**config.mk**
```make
export PLATFORM = sky130hd
export DESIGN_NAME = multicycle_control_unit
export DESIGN_NICKNAME = d
export VERILOG_FILES = /design/src/rtl/multicycle_control_unit.sv
export SDC_FILE = /design/constraint.sdc
export NUM_CORES = 1
export LEC_CHECK = 0
export CORE_ASPECT_RATIO = 0.5
export CORE_MARGIN = 1
export CORE_UTILIZATION = 44
export DETAILED_ROUTE_END_ITERATION = 12
export HOLD_SLACK_MARGIN = 0.1
export PLACE_DENSITY_LB_ADDON = 0.05
export REMOVE_ABC_BUFFERS = 1
export SYNTH_ARGS = -nofsm -noshare
export SYNTH_HDL_FRONTEND = slang
export SYNTH_SLANG_ARGS = --single-unit
```
**constraint.sdc**
```tcl
create_clock -name clk -period 1.8 [get_ports clk]
set_input_delay 0.18 -clock clk [delete_from_list [all_inputs] [get_ports clk]]
set_output_delay 0.18 -clock clk [all_outputs]
set_load 0.01 [all_outputs]
```
**src/rtl/multicycle_control_unit.sv**
```systemverilog
// Multi-cycle MIPS control FSM: sequences fetch/decode/execute/mem/writeback, drives datapath controls.
// Latency: lw 5, sw/R-type/addi 4, beq/j 3 cycles at zero wait; outputs decode combinationally from state.
// Backpressure: holds FETCH/MEMRD/MEMWR while mem_ready is low. MCU_JUMP_EN enables the JUMP state for OP_J.
module multicycle_control_unit #(
    parameter int              OP_W     = 6,
    parameter int              CNT_W    = 16,
    parameter logic [OP_W-1:0] OP_RTYPE = 6'd0,
    parameter logic [OP_W-1:0] OP_LW    = 6'd35,
    parameter logic [OP_W-1:0] OP_SW    = 6'd43,
    parameter logic [OP_W-1:0] OP_BEQ   = 6'd4,
    parameter logic [OP_W-1:0] OP_ADDI  = 6'd8,
    parameter logic [OP_W-1:0] OP_J     = 6'd2
) (
    input  logic             clk,
    input  logic             rst_n,
    input  logic [OP_W-1:0]  opcode,
    input  logic             mem_ready,
    output logic             pc_we,
    output logic             pc_write_cond,
    output logic [1:0]       pc_src,
    output logic             iord,
    output logic             mem_re,
    output logic             mem_we,
    output logic             ir_we,
    output logic             reg_dst,
    output logic             mem_to_reg,
    output logic             rf_we,
    output logic             alu_src_a,
    output logic [1:0]       alu_src_b,
    output logic [1:0]       alu_op,
    output logic             illegal_op,
    output logic [CNT_W-1:0] retired_cnt,
    output logic [3:0]       state
);

    typedef enum logic [3:0] {
        S_IDLE   = 4'd0,
        S_FETCH  = 4'd1,
        S_DECODE = 4'd2,
        S_MEMADR = 4'd3,
        S_MEMRD  = 4'd4,
        S_MEMWB  = 4'd5,
        S_MEMWR  = 4'd6,
        S_EXEC   = 4'd7,
        S_ALUWB  = 4'd8,
        S_BRANCH = 4'd9,
        S_ADDIEX = 4'd10,
        S_ADDIWB = 4'd11
`ifdef MCU_JUMP_EN
        ,
        S_JUMP   = 4'd12
`endif
    } state_t;

    state_t cur_state;
    state_t nxt_state;
    logic   retire;

    logic is_rtype, is_lw, is_sw, is_beq, is_addi, is_j;

    assign is_rtype = (opcode == OP_RTYPE);
    assign is_lw    = (opcode == OP_LW);
    assign is_sw    = (opcode == OP_SW);
    assign is_beq   = (opcode == OP_BEQ);
    assign is_addi  = (opcode == OP_ADDI);
    assign is_j     = (opcode == OP_J);

    assign state = cur_state;

    // State register and retired-instruction counter; reset clears both immediately.
    always_ff @(posedge clk or negedge rst_n) begin
        if (!rst_n) begin
            cur_state   <= S_IDLE;
            retired_cnt <= '0;
        end else begin
            cur_state <= nxt_state;
            if (retire) begin
                retired_cnt <= retired_cnt + CNT_W'(1);
            end
        end
    end

    // Moore output decode plus next-state selection; only FETCH's ir_we/pc_we look at mem_ready.
    always_comb begin
        nxt_state     = cur_state;
        retire        = 1'b0;
        pc_we         = 1'b0;
        pc_write_cond = 1'b0;
        pc_src        = 2'b00;
        iord          = 1'b0;
        mem_re        = 1'b0;
        mem_we        = 1'b0;
        ir_we         = 1'b0;
        reg_dst       = 1'b0;
        mem_to_reg    = 1'b0;
        rf_we         = 1'b0;
        alu_src_a     = 1'b0;
        alu_src_b     = 2'b00;
        alu_op        = 2'b00;
        illegal_op    = 1'b0;
        case (cur_state)
            S_IDLE: begin
                nxt_state = S_FETCH;
            end
            S_FETCH: begin
                // PC + 4 computed while the instruction is read; both commit only on the ready cycle.
                mem_re    = 1'b1;
                alu_src_b = 2'b01;
                ir_we     = mem_ready;
                pc_we     = mem_ready;
                if (mem_ready) begin
                    nxt_state = S_DECODE;
                end
            end
            S_DECODE: begin
                // Branch target precomputed into ALUOut so BRANCH can use it directly.
                alu_src_b = 2'b11;
                if (is_lw || is_sw) begin
                    nxt_state = S_MEMADR;
                end else if (is_rtype) begin
                    nxt_state = S_EXEC;
                end else if (is_beq) begin
                    nxt_state = S_BRANCH;
                end else if (is_addi) begin
                    nxt_state = S_ADDIEX;
`ifdef MCU_JUMP_EN
                end else if (is_j) begin
                    nxt_state = S_JUMP;
`else
                end else if (is_j) begin
                    // Jump support not built in: treat like any unknown opcode.
                    illegal_op = 1'b1;
                    nxt_state  = S_FETCH;
`endif
                end else begin
                    illegal_op = 1'b1;
                    nxt_state  = S_FETCH;
                end
            end
            S_MEMADR: begin
                alu_src_a = 1'b1;
                alu_src_b = 2'b10;
                nxt_state = is_lw ? S_MEMRD : S_MEMWR;
            end
            S_MEMRD: begin
                mem_re = 1'b1;
                iord   = 1'b1;
                if (mem_ready) begin
                    nxt_state = S_MEMWB;
                end
            end
            S_MEMWB: begin
                rf_we      = 1'b1;
                mem_to_reg = 1'b1;
                retire     = 1'b1;
                nxt_state  = S_FETCH;
            end
            S_MEMWR: begin
                mem_we = 1'b1;
                iord   = 1'b1;
                if (mem_ready) begin
                    retire    = 1'b1;
                    nxt_state = S_FETCH;
                end
            end
            S_EXEC: begin
                alu_src_a = 1'b1;
                alu_op    = 2'b10;
                nxt_state = S_ALUWB;
            end
            S_ALUWB: begin
                rf_we     = 1'b1;
                reg_dst   = 1'b1;
                retire    = 1'b1;
                nxt_state = S_FETCH;
            end
            S_BRANCH: begin
                alu_src_a     = 1'b1;
                alu_op        = 2'b01;
                pc_write_cond = 1'b1;
                pc_src        = 2'b01;
                retire        = 1'b1;
                nxt_state     = S_FETCH;
            end
            S_ADDIEX: begin
                alu_src_a = 1'b1;
                alu_src_b = 2'b10;
                nxt_state = S_ADDIWB;
            end
            S_ADDIWB: begin
                rf_we     = 1'b1;
                retire    = 1'b1;
                nxt_state = S_FETCH;
            end
`ifdef MCU_JUMP_EN
            S_JUMP: begin
                pc_we     = 1'b1;
                pc_src    = 2'b10;
                retire    = 1'b1;
                nxt_state = S_FETCH;
            end
`endif
            default: begin
                // Unused encodings recover by restarting instruction fetch.
                nxt_state = S_FETCH;
            end
        endcase
    end

endmodule

```
# Word level (Yosys, flattened, before mapping)
# Index checks and enable logic that the tools add are counted.
[totals]
register_bits = 20
in_bits = 9
output_inout_bits = 37
word_cells = 58
[op_classes]
n_addsub = 1
n_eq_ne = 18
n_mux = 28
reduce_logical = 9
[ops]
columns = ["op", "n"]
rows = [
  ["two-way mux 4 bit", 7],
  ["one-hot mux 4 bit (7 select lines)", 1],
  ["adder 16 x 1 -> 16 bit (second input constant)", 1],
  ["== test 4 x 3 -> 1 bit (second input constant)", 4],
  ["== test 4 bit (second input constant)", 4],
  ["two-way mux 1 bit", 16],
  ["== test 6 bit (second input constant)", 2],
  ["== test 4 x 2 -> 1 bit (second input constant)", 2],
  ["OR reduction 4 bit", 2],
  ["== test 6 x 3 -> 1 bit (second input constant)", 1],
  ["== test 6 x 4 -> 1 bit (second input constant)", 1],
  ["logical NOT 6 bit", 1],
  ["!= test 2 bit (second input constant)", 3],
  ["one-hot mux 2 bit (3 select lines)", 1],
  ["OR reduction 2 bit", 3],
  ["== test 4 x 1 -> 1 bit (second input constant)", 1],
  ["one-hot mux 2 bit (2 select lines)", 1],
  ["AND reduction 3 bit", 1],
  ["OR reduction 3 bit", 1],
  ["two-way mux 2 bit", 1],
  ["one-hot mux 1 bit (2 select lines)", 1],
  ["logical OR 1 bit", 1],
]

# Logic depth before layout (Yosys ltp)
[depth]
word_depth = 6
ltp_mapped = 6
ltp_nobuf = 5

# Worst setup path before layout
# No wires, ideal clock.
[synth_timing]
kind = "reg-to-output"
from = "register cur_state[1], in the netlist state[1]"
to = "output pc_we"
arrival_ns = 1.640
required_ns = 1.620
path_slack_ns = -0.020
stages_incl_launch_ff = 5
path_buffers = 2
cell_sequence = "dfrtp_1 -> clkbuf_1 -> nand2b_1 -> nor4b_1 -> buf_4"
[synth_between]
elab_chain_cells = 2
[synth_rtl]
columns = ["item", "line_no", "text"]
rows = [
  ["start: declaration", "55", "state_t cur_state;"],
  ["start signal: assignment", "76", "cur_state <= nxt_state;"],
  ["== test 4 x 1 -> 1 bit", "n/a", ""],
  ["two-way mux 1 bit", "n/a", ""],
  ["end: declaration", "18", "output logic pc_we,"],
]
# Every way passes these cells.

# Worst setup path after layout
[layout_timing]
from = "register cur_state[1], in the netlist state[1]"
to = "output alu_src_b[0]"
[layout_between]
elab_chain_cells = 3
word_cells_on_any_way = 6
cone_classes = "eq/ne (4); mux (1); reduce/logical (1)"
[layout_rtl]
columns = ["item", "line_no", "text"]
rows = [
  ["== test 4 bit / == test 4 x 2 -> 1 bit (equally long branches)", "101", "case (cur_state)"],
  ["OR reduction 2 bit (no source line)", "n/a", ""],
  ["one-hot mux 2 bit (3 select lines) *", "101", ""],
  ["end: declaration", "29", "output logic [1:0] alu_src_b,"],
]
# Mark *: on every way between the ends. The rest lies on a longest branch, timed or not.

==> summary.md <==
| Metric | Value |
|---|---|
| Routed Antenna Nets | 0 |
| Post-route total power | 2240 µW |
| Largest area contributor in the netlist | dfrtp_1 |
| Synth unique cells | 41 |
| Peak VDD IR | 0.531 mV |
| Reg-to-reg endpoint | retired_cnt[10] |
| Sink Count | 20 |
| Antenna Cells | 0 |
| Total vias in the final route | 1177 |
| RR Startpoint | state[3] |
| Worst hold path type | primary input to asynchronous set/reset pin |
| Filler cells | 210 |
| Pleak | 0.000873 µW |
| Final Routed Wirelength | 2910 µm |
| Vias in the first global route | 1065 |
| Syn_area_per_cell | 9.25 µm² |
| Cells after synthesis | 133 |
| Dpl hpwl | 2070 µm |
| Outcome | finished clean |
| Share of Yosys cell area claimed by the top area cell type | 0.407 |
| CTS buffer count | 3 |
| Synth Register Bits | 20 |
| Io pins | 46 |
| 1st-pass router iterations | 4 |
| Chip Height | 39.4 µm |
| R2R setup slack | 0.08 ns |
| Layout overhead on the synthesized area | 54.3% |
| Top cells by count, synth | 20 x dfrtp_1, 11 x xnor2_1, 10 x nand3_1, 10 x nor2_1, 9 x and3_1 |
| Final setup vio count | 0 |
| Worst-path clk slew | 0.07 ns |
| Power Density | 1180 nW/µm² |
| Crit start category | register |
| Total GRT Usage | 0.201 |
| First-pass GRT wire length | 4580 µm |
| Seq/Total Area, Yosys | 0.407 |
| Initial Util | 0.470 |
| Grt ovf | 0 |
| Main synth FF type | dfrtp_1 |
| Critical Path AT | 1.55 ns |
| FMAX | 0.578 GHz |
| Layout Nets | 206 |
| Clk Tree Root Cell | clkbuf_8 |
| Initial DRC count | 10 |
| Tcrit/Tclk final | 0.962 |
| Die width | 76.8 µm |
| Max-Cap Viols | 0 |
| TritonCTS clock tree | done |
| Worst-case reg-to-reg path depth | 6 |
| Final GP Congestion | 0.754 |
| Crit-path max FO | 7 |
| Async S/R FF share, synth | 1.00 |
| Htree depth | 1 |
| Critical Path End Type | output pin |
| Warnings, synthesis | 0 |
| Clock Skews | 0.00237 ns |
| Top-count cell post-synth | dfrtp_1 |
| Netlist Area Pre-Place | 1230 µm² |
| Layout cells sized above 1 | 0.227 |
| DR WL/cell | 12.6 µm |
| Die area | 3020 µm² |
| Final hold vios | 0 |
| Largest cells by area after synthesis | dfrtp_1 41%, xnor2_1 7.8%, and3_1 4.6% |
| Remaining DRCs | 0 |
| Initial antenna violation count | 0 |
| FP Rows | 13 |
| Vias per cell | 5.10 |
| Critical path type | register to output pin |
| Clk_lat worst skew | 0.25 ns |
| Core Region | 2620 µm² |
| PortBufs | 44 |
| Hold buffers post-CTS | 0 |
| Post-synth EDFFs | 0 |
| Hold slack | 0.266 ns |
| CP Data Required Time | 1.62 ns |
| Slew Viols, Final | 0 |
| Largest net degree at the start of global routing | 21 |
| Tmin final | 1.73 ns |
| Longest Clk Path Bufs | 2 |
==> timing repair <==
item	in CTS	in global routing
endpoints found under the setup margin	19	7
pin swaps	0	3
gates resized for setup	23	12
setup buffers	3	1
cloned	0	0
==> registers in the layout (all words and copies together), names as in the netlist <==
name and cells:
retired_cnt 16, state 4
==> logic make-up (layout without fill, tap and decap cells) <==
| family | count (synthesis) | after routing | share of synthesized area |
|---|---|---|---|
| multiplexers | 2 | 2 | 0.0173 |
| adder cells (fa/ha/maj) | 1 | 1 | 0.0102 |
| AND/OR/NAND/NOR | 57 | 57 | 0.256 |
| AO/OA/AOI/OAI | 22 | 22 | 0.126 |
| buffers and inverters | 13 | 74 | 0.0590 |
| XOR/XNOR | 17 | 17 | 0.121 |
| other | 1 | 1 | 0.00305 |
| flip-flops | 20 | 20 | 0.407 |
==> cell usage in the layout, fill, tap and decap left out, types with 4 or more instances in the layout <==
cell,netlist,final
clkdlybuf4s50_1,0,28
buf_4,4,24
dfrtp_1,20,17
dlygate4sd2_1,0,13
xnor2_1,11,11
nand3_1,10,10
nor2_1,10,9
and3_1,9,9
o21ai_0,6,6
xor2_1,6,6
nand2b_1,5,5
nand2_1,5,5
nor2b_1,4,4
nor3_1,4,4
==> where the power goes <==
| part | total (µW) | leakage, µW | internal [µW] | switching [µW] |
|---|---|---|---|---|
| clock | 282 | 0.0000216 | 149 | 134 |
| sequential | 691 | 0.000253 | 553 | 138 |
| combinational | 1270 | 0.000599 | 694 | 578 |
| total | 2240 | 0.000873 | 1390 | 849 |
==> critical path: stages (launching register included) <==
cell and delay (ns):
dfrtp_2 0.46, nand2b_1 0.18, buf_4 0.15, a211oi_1 0.24, clkdlybuf4s15_1 0.27
==> final cells by class <==
cell class                 count  area, µm²  share of cell area
timing repair buffer          69        606               0.319
tap                           37       46.3              0.0244
clock buffer                   3       41.3              0.0218
multi-input combinational    100        693               0.365
sequential                    20        504               0.266
inverter                       2       7.51             0.00396
==> through the flow <==
stage	util	setup TNS [ns]	std cells	setup slack (ns)	instance area, µm²
2_1_floorplan	-	0	122	0.0416	1160
5_1_grt	0.725	-0.000102	231	-0.000102	1900
6_report	0.725	0	231	0.0691	1900
3_5_place_dp	0.691	-0.529	224	-0.401	1810
4_1_cts	0.717	-0.100	230	-0.100	1880
3_3_place_gp	0.691	-0.413	224	-0.387	1810
==> worst max-delay path by stage <==
stage / startpoint / slack [ns] / endpoint
6_report: state[1] / 0.07 / alu_src_b[0]
5_1_grt: state[3] / -0.0001 / retired_cnt[5]
4_1_cts: opcode[5] / -0.10 / illegal_op
3_5_place_dp: opcode[5] / -0.40 / illegal_op
3_3_place_gp: opcode[5] / -0.39 / illegal_op
2_1_floorplan: state[0] / 0.04 / ir_we
==> metal layers <==
layer | track usage | share of wire | vias up
met1 | 0.249 | 0.46 | 551
met3 | 0.0512 | 0.047 | 0
li1 | - | - | 588
met2 | 0.364 | 0.49 | 38
met5 | 0 | 0 | -
met4 | 0.0433 | 0 | 0
(Power assumes the default switching activity.)
